$ cat config.mk
export PLATFORM = sky130hd
export DESIGN_NAME = matrix_result_drain
export DESIGN_NICKNAME = d
export VERILOG_FILES = /design/src/rtl/matrix_pkg.sv /design/src/rtl/drain_reduce.sv /design/src/rtl/matrix_result_drain.sv
export SDC_FILE = /design/constraint.sdc
export NUM_CORES = 1
export LEC_CHECK = 0
export CORE_MARGIN = 2
export CORE_UTILIZATION = 40
export CTS_CLUSTER_SIZE = 10
export DETAILED_ROUTE_END_ITERATION = 10
export PLACE_DENSITY = 0.79
export SYNTH_ARGS = -nofsm -noshare
export SYNTH_HDL_FRONTEND = slang
export SYNTH_SLANG_ARGS = --single-unit
export TNS_END_PERCENT = 100
$ cat constraint.sdc
create_clock -name clk -period 3.3 [get_ports clk]
set_input_delay 0.66 -clock clk [delete_from_list [all_inputs] [get_ports clk]]
set_output_delay 0.66 -clock clk [all_outputs]
set_load 0.03 [all_outputs]
$ cat src/rtl/matrix_pkg.sv
// Shared definitions for the 3x3 systolic MAC array, its feeder and the result drain.
package matrix_pkg;

  localparam int MAT_N     = 3;
  localparam int MAT_ELEMS = 9;
  localparam int IDX_W     = 4;

  localparam logic [IDX_W-1:0] LAST_IDX = 4'd8;

  typedef enum logic [1:0] {
    IDLE   = 2'd0,
    STREAM = 2'd1,
    CLEAR  = 2'd2
  } drain_state_t;

  // Row-major element index to row number.
  function automatic logic [1:0] idx_row(input logic [IDX_W-1:0] idx);
    logic [1:0] r;
    case (idx)
      4'd0, 4'd1, 4'd2: r = 2'd0;
      4'd3, 4'd4, 4'd5: r = 2'd1;
      4'd6, 4'd7, 4'd8: r = 2'd2;
      default:          r = 2'd0;
    endcase
    return r;
  endfunction

  // Row-major element index to column number.
  function automatic logic [1:0] idx_col(input logic [IDX_W-1:0] idx);
    logic [1:0] c;
    case (idx)
      4'd0, 4'd3, 4'd6: c = 2'd0;
      4'd1, 4'd4, 4'd7: c = 2'd1;
      4'd2, 4'd5, 4'd8: c = 2'd2;
      default:          c = 2'd0;
    endcase
    return c;
  endfunction

endpackage

$ cat src/rtl/drain_reduce.sv
// Narrows one ACC_W accumulator value to OUT_W bits: truncation by default,
// unsigned saturation with a sat indication when MATRIX_DRAIN_SAT_EN is defined.
module drain_reduce #(
  parameter int ACC_W = 16,
  parameter int OUT_W = 8
) (
  input  logic [ACC_W-1:0] value,
  output logic [OUT_W-1:0] data
`ifdef MATRIX_DRAIN_SAT_EN
  ,
  output logic             sat
`endif
);

  logic over_s;

  generate
    if (OUT_W < ACC_W) begin : g_narrow
      assign over_s = |value[ACC_W-1:OUT_W];
    end else begin : g_equal
      assign over_s = 1'b0;
    end
  endgenerate

`ifdef MATRIX_DRAIN_SAT_EN
  assign data = over_s ? {OUT_W{1'b1}} : value[OUT_W-1:0];
  assign sat  = over_s;
`else
  logic unused_over_s;
  assign unused_over_s = over_s;
  assign data          = value[OUT_W-1:0];
`endif

endmodule

$ cat src/rtl/matrix_result_drain.sv
// Snapshots the 3x3 accumulator bank on array_done and streams it row-major over
// valid/ready, then pulses acc_clear. MATRIX_DRAIN_SAT_EN selects saturating output.
module matrix_result_drain
  import matrix_pkg::*;
#(
  parameter int ACC_W = 16,
  parameter int OUT_W = 8
) (
  input  logic                       clk,
  input  logic                       reset,
  input  logic                       array_done,
  input  logic [MAT_ELEMS*ACC_W-1:0] acc_flat,
  input  logic                       out_ready,
  output logic                       out_valid,
  output logic [OUT_W-1:0]           out_data,
  output logic [1:0]                 out_row,
  output logic [1:0]                 out_col,
  output logic                       out_last,
  output logic                       busy,
  output logic                       acc_clear,
  output logic                       overrun
`ifdef MATRIX_DRAIN_SAT_EN
  ,
  output logic                       sat_flag
`endif
);

  drain_state_t     state_r;
  drain_state_t     state_s;
  logic [IDX_W-1:0] idx_r;
  logic [IDX_W-1:0] idx_s;
  logic             capture_s;
  logic [ACC_W-1:0] snap_r [MAT_ELEMS];
  logic [ACC_W-1:0] sel_s;
  logic [OUT_W-1:0] red_data_s;
  logic             red_sat_s;
  logic             streaming_s;

  // Next state and element index; a beat transfers whenever STREAM sees out_ready.
  always_comb begin
    state_s   = state_r;
    idx_s     = idx_r;
    capture_s = 1'b0;
    case (state_r)
      IDLE: begin
        if (array_done) begin
          state_s   = STREAM;
          idx_s     = {IDX_W{1'b0}};
          capture_s = 1'b1;
        end else begin
          state_s = IDLE;
        end
      end
      STREAM: begin
        if (out_ready) begin
          if (idx_r == LAST_IDX) begin
            state_s = CLEAR;
            idx_s   = {IDX_W{1'b0}};
          end else begin
            idx_s = idx_r + 4'd1;
          end
        end else begin
          idx_s = idx_r;
        end
      end
      CLEAR: begin
        state_s = IDLE;
      end
      default: begin
        state_s = IDLE;
        idx_s   = {IDX_W{1'b0}};
      end
    endcase
  end

  // Element that will be presented next cycle; on capture it comes straight from C00.
  always_comb begin
    sel_s = {ACC_W{1'b0}};
    if (capture_s) begin
      sel_s = acc_flat[ACC_W-1:0];
    end else begin
      for (int k = 0; k < MAT_ELEMS; k++) begin
        sel_s = (idx_s == IDX_W'(k)) ? snap_r[k] : sel_s;
      end
    end
  end

  assign streaming_s = (state_s == STREAM);

  drain_reduce #(
    .ACC_W (ACC_W),
    .OUT_W (OUT_W)
  ) u_reduce (
    .value (sel_s),
    .data  (red_data_s)
`ifdef MATRIX_DRAIN_SAT_EN
    ,
    .sat   (red_sat_s)
`endif
  );

`ifndef MATRIX_DRAIN_SAT_EN
  assign red_sat_s = 1'b0;
`endif

  // State, index and snapshot registers.
  always_ff @(posedge clk or posedge reset) begin
    if (reset) begin
      state_r <= IDLE;
      idx_r   <= {IDX_W{1'b0}};
      for (int k = 0; k < MAT_ELEMS; k++) begin
        snap_r[k] <= {ACC_W{1'b0}};
      end
    end else begin
      state_r <= state_s;
      idx_r   <= idx_s;
      if (capture_s) begin
        for (int k = 0; k < MAT_ELEMS; k++) begin
          snap_r[k] <= acc_flat[k*ACC_W +: ACC_W];
        end
      end
    end
  end

  // Outputs are registered from next-state values so they line up with state_r.
  always_ff @(posedge clk or posedge reset) begin
    if (reset) begin
      out_valid <= 1'b0;
      out_data  <= {OUT_W{1'b0}};
      out_row   <= 2'd0;
      out_col   <= 2'd0;
      out_last  <= 1'b0;
      busy      <= 1'b0;
      acc_clear <= 1'b0;
      overrun   <= 1'b0;
    end else begin
      out_valid <= streaming_s;
      out_data  <= streaming_s ? red_data_s : {OUT_W{1'b0}};
      out_row   <= streaming_s ? idx_row(idx_s) : 2'd0;
      out_col   <= streaming_s ? idx_col(idx_s) : 2'd0;
      out_last  <= streaming_s && (idx_s == LAST_IDX);
      busy      <= (state_s != IDLE);
      acc_clear <= (state_s == CLEAR);
      overrun   <= overrun | (array_done && (state_r != IDLE));
    end
  end

`ifdef MATRIX_DRAIN_SAT_EN
  // Clamp indication travels with the beat it describes.
  always_ff @(posedge clk or posedge reset) begin
    if (reset) begin
      sat_flag <= 1'b0;
    end else begin
      sat_flag <= streaming_s && red_sat_s;
    end
  end
`else
  logic unused_sat_s;
  assign unused_sat_s = red_sat_s;
`endif

endmodule

==> results of run 1 <==
[sequential cells by signal, summed over array words and instances (netlist names)]
| register | flops |
|---|---|
| overrun | 1 |
| out_last | 1 |
| out_valid | 1 |
| out_col | 2 |
| out_data | 8 |
| idx_r | 4 |
| snap_r | 72 |
| out_row | 2 |
| acc_clear | 1 |
| busy | 1 |
| state_r | 2 |
[tightest hold or removal path: cells and delay by family (launching register included)]
family	cells	cell delay, ps
AND/OR/NAND/NOR	2	100
flip-flops	1	350
[cells in the final DEF (no fill, tap or decap), types with 2 or more instances in the layout]
cell / count
a22oi_1: 2
nand2_1: 214
mux2i_1: 2
nand2b_1: 3
and2_1: 4
clkinv_4: 2
o21a_1: 4
a22oi_2: 6
a221o_1: 8
nand3_1: 6
clkdlybuf4s50_1: 92
nor3_1: 5
nor2_1: 15
nor2_4: 3
a21oi_1: 12
o211ai_1: 7
dfrtp_1: 95
o21ai_0: 9
a221oi_2: 7
clkinvlp_4: 2
nor3_2: 2
o221ai_1: 6
clkbuf_8: 10
o22ai_1: 16
ha_1: 6
inv_1: 17
and3_1: 2
buf_12: 3
buf_4: 22
nand4_1: 2
[worst max path at each step]
stage,slack [ps],end,cells after the start
4_1_cts,210,out_data[7],13
5_1_grt,20,out_data[0],12
2_1_floorplan,160,acc_clear,1
3_3_place_gp,-160,out_data[1],12
6_report,160,out_data[7],13
3_5_place_dp,-160,out_data[7],13
[power groups by stage]
stage               sequential, mW  clock [mW]  combinational, mW
finish                        2.04       0.707               3.37
global route                  2.10       0.762               3.69
CTS                           2.04       0.717               3.35
detailed placement            2.06           0               3.32
global placement              2.03           0               3.23
floorplan                     2.10           0               2.11
[routing by layer]
layer  routed length (um)  vias up  global-route usage, %
met5                    0        -                      0
met3                  735       25                   3.70
li1                     -     1859                      -
met1                 4990     1864                   27.2
met2                 5380      153                   33.1
met4                  283        0                   6.69
[per-stage QoR]
stage | hold slack [ps] | cells | setup slack (ps) | util, % | total power [mW]
after detailed placement | 464 | 728 | -158 | 52.3 | 5.38
after CTS | 485 | 744 | 212 | 54.0 | 6.10
after global placement | 459 | 728 | -157 | 52.3 | 5.26
after global routing | 504 | 744 | 24.1 | 54.0 | 6.55
final | 483 | 744 | 160 | 54.0 | 6.13
after floorplan | 445 | 499 | 163 | - | 4.21
[cell type report]
class	count	area share, %
Clock inverter	5	0.703
Timing Repair Buffer	117	19.5
Tap cell	140	2.98
Inverter	18	1.17
Clock buffer	11	2.41
Multi-Input combinational cell	358	32.8
Sequential cell	95	40.5
[logic make-up (layout without fill, tap and decap cells)]
group                      after synthesis  in the layout  synth area share, %
DFF                                     95             95                 52.9
adders and majority gates                6              6                 1.67
muxes                                    2              2                0.446
AOI/OAI and AO/OA                       86             86                 15.9
xor gates and xnor gates                 1              1                0.362
buffers and inverters                   46            151                 4.40
and+or+nand+nor                        263            263                 24.3
==> results.json, run 1 <==
{
  "syn_to_final_growth_pct": 30.8,
  "drc": 0,
  "ys.flop_type": "dfrtp_1",
  "cp-startpoint": "out_ready",
  "cts.repair.resized": 0,
  "synth_common_cells": "215 x nand2_1, 95 x dfrtp_1, 23 x clkbuf_1, 18 x inv_1, 16 x o22ai_1",
  "combPwrFrac_pct": 55.1,
  "start_util_pct": 41.3,
  "synth_nets": 653,
  "grt_remaining_overflow": 0,
  "maxCapViolCount": 0,
  "leakagePower_nw": 2.79,
  "required_ps": 3500,
  "cp.arrival_ps": 3340,
  "syn_inst": 499,
  "tightestPinTransition_ps": 762,
  "hold_end": "snap_r[87]",
  "synth_top_area_share_pct": 52.9,
  "cts_tree": "yes",
  "portBuffers": 92,
  "hp-start": "snap_r[87]",
  "fin_area_mm2": 0.00587,
  "synthesis.yosys.warnings": 0,
  "final_net_count": 753,
  "die_h_um": 110,
  "post-dp-hpwl_mm": 8.56,
  "synth_area_leaders": "dfrtp_1 53%, nand2_1 18%, a221oi_2 2.3%, o22ai_1 2.2%, clkbuf_1 1.9%",
  "cts.sinks": 95,
  "rsz0062_at_grt": "no",
  "crit_path_end_kind": "flip-flop",
  "clkTransAtPathRegs_ps": 90,
  "crit_type": "input port to flip-flop",
  "power.internal_mw": 3.43,
  "cts_buffers": 9,
  "synth_top_area_cell": "dfrtp_1",
  "switchingPower_mw": 2.70,
  "peakVddDrop_uv": 500,
  "diodes": 0,
  "clockPowerShare_pct": 11.5,
  "layout.area.seq_mm2": 0.00238,
  "die_w_um": 110,
  "route.detailed.wl_per_inst_um": 15.3,
  "globalRouteTotalUtil_pct": 20.2,
  "ys_types": 43,
  "drt_iter0_drc": 280,
  "post-route-period-util_pct": 95.1,
  "ys_ff_latch": 95,
  "die_area_mm2": 0.0121,
  "path_cells": "clkdlybuf4s50_1, nand4b_2, and2_1, nand2_1, o21a_1, inv_1, ha_1, or3b_2, nor2_1, nor3_1, o21a_1, o221ai_2, nand4_1",
  "wl_mm": 11.4,
  "async_reset_ff_share_pct": 100,
  "fmax_ghz": 0.319,
  "ys_seq_area_share_pct": 52.9,
  "antenna_found_initial": 0,
  "num_vias": 3901,
  "tns_ps": 0,
  "synth.avg_cell_area_um2": 9.00,
  "skew_ps": 11.9,
  "setup_viol": 0,
  "rr_endpoint": "out_data[7]",
  "reg2reg_depth": 14,
  "relSlewSlack_pct": 49.2,
  "synth_edf_count": 0,
  "crit_fanout": 8,
  "h-tree-depth": 3,
  "num_io_pins": 165,
  "drive_gt1_share_pct": 11.1,
  "cts_root_buffer": "clkbuf_8",
  "cpMostUsedCell": "o21a_1",
  "ctsHoldBuffers": 0,
  "status": "completed",
  "crit_buf_inv": 2,
  "r2r_slack_ps": 330,
  "hp-class": "flip-flop to flip-flop",
  "grt_pass1_wl_mm": 18.7,
  "grt_pass1_vias": 3926,
  "r2r-start": "idx_r[0]",
  "worstSetupStartpointType": "input port",
  "placed_cell_area_mm2": 0.00569,
  "fillers": 973,
  "layout_min_cycle_time_ps": 3140,
  "postRouteAntennaNets": 0,
  "clock_latency_ps": 370,
  "syn_area_mm2": 0.00449,
  "multi_input_area_mm2": 0.00192,
  "coreArea_mm2": 0.0109,
  "synth.most_common_cell": "nand2_1",
  "drv_slew": 0,
  "first_pass_iters": 5,
  "cp_top_family": "simple AND/OR/NAND/NOR gates",
  "finalHoldViolCount": 0,
  "clockBufferDepth": 2,
  "grt_max_degree": 88,
  "via_per_inst": 5.24,
  "slowest_delay_ps": 600,
  "sequentialPowerShare_pct": 33.4,
  "post_cts_buffers": 0,
  "crit_slowest_cell": "clkdlybuf4s50_1",
  "rows": 38,
  "whs_path_depth": 2,
  "p_per_area_mw_per_mm2": 1040,
  "finalWeightedCongestion": 0.922,
  "swShare_pct": 44.0
}
No activity file was read; power rests on OpenSTA's default activity.
==> inputs of run 2 (changes only) <==
Settings changed: CTS_CLUSTER_DIAMETER set to 80.
==> results of run 2 <==
No change in the layout: final DEF, timing and power equal those of run 1.
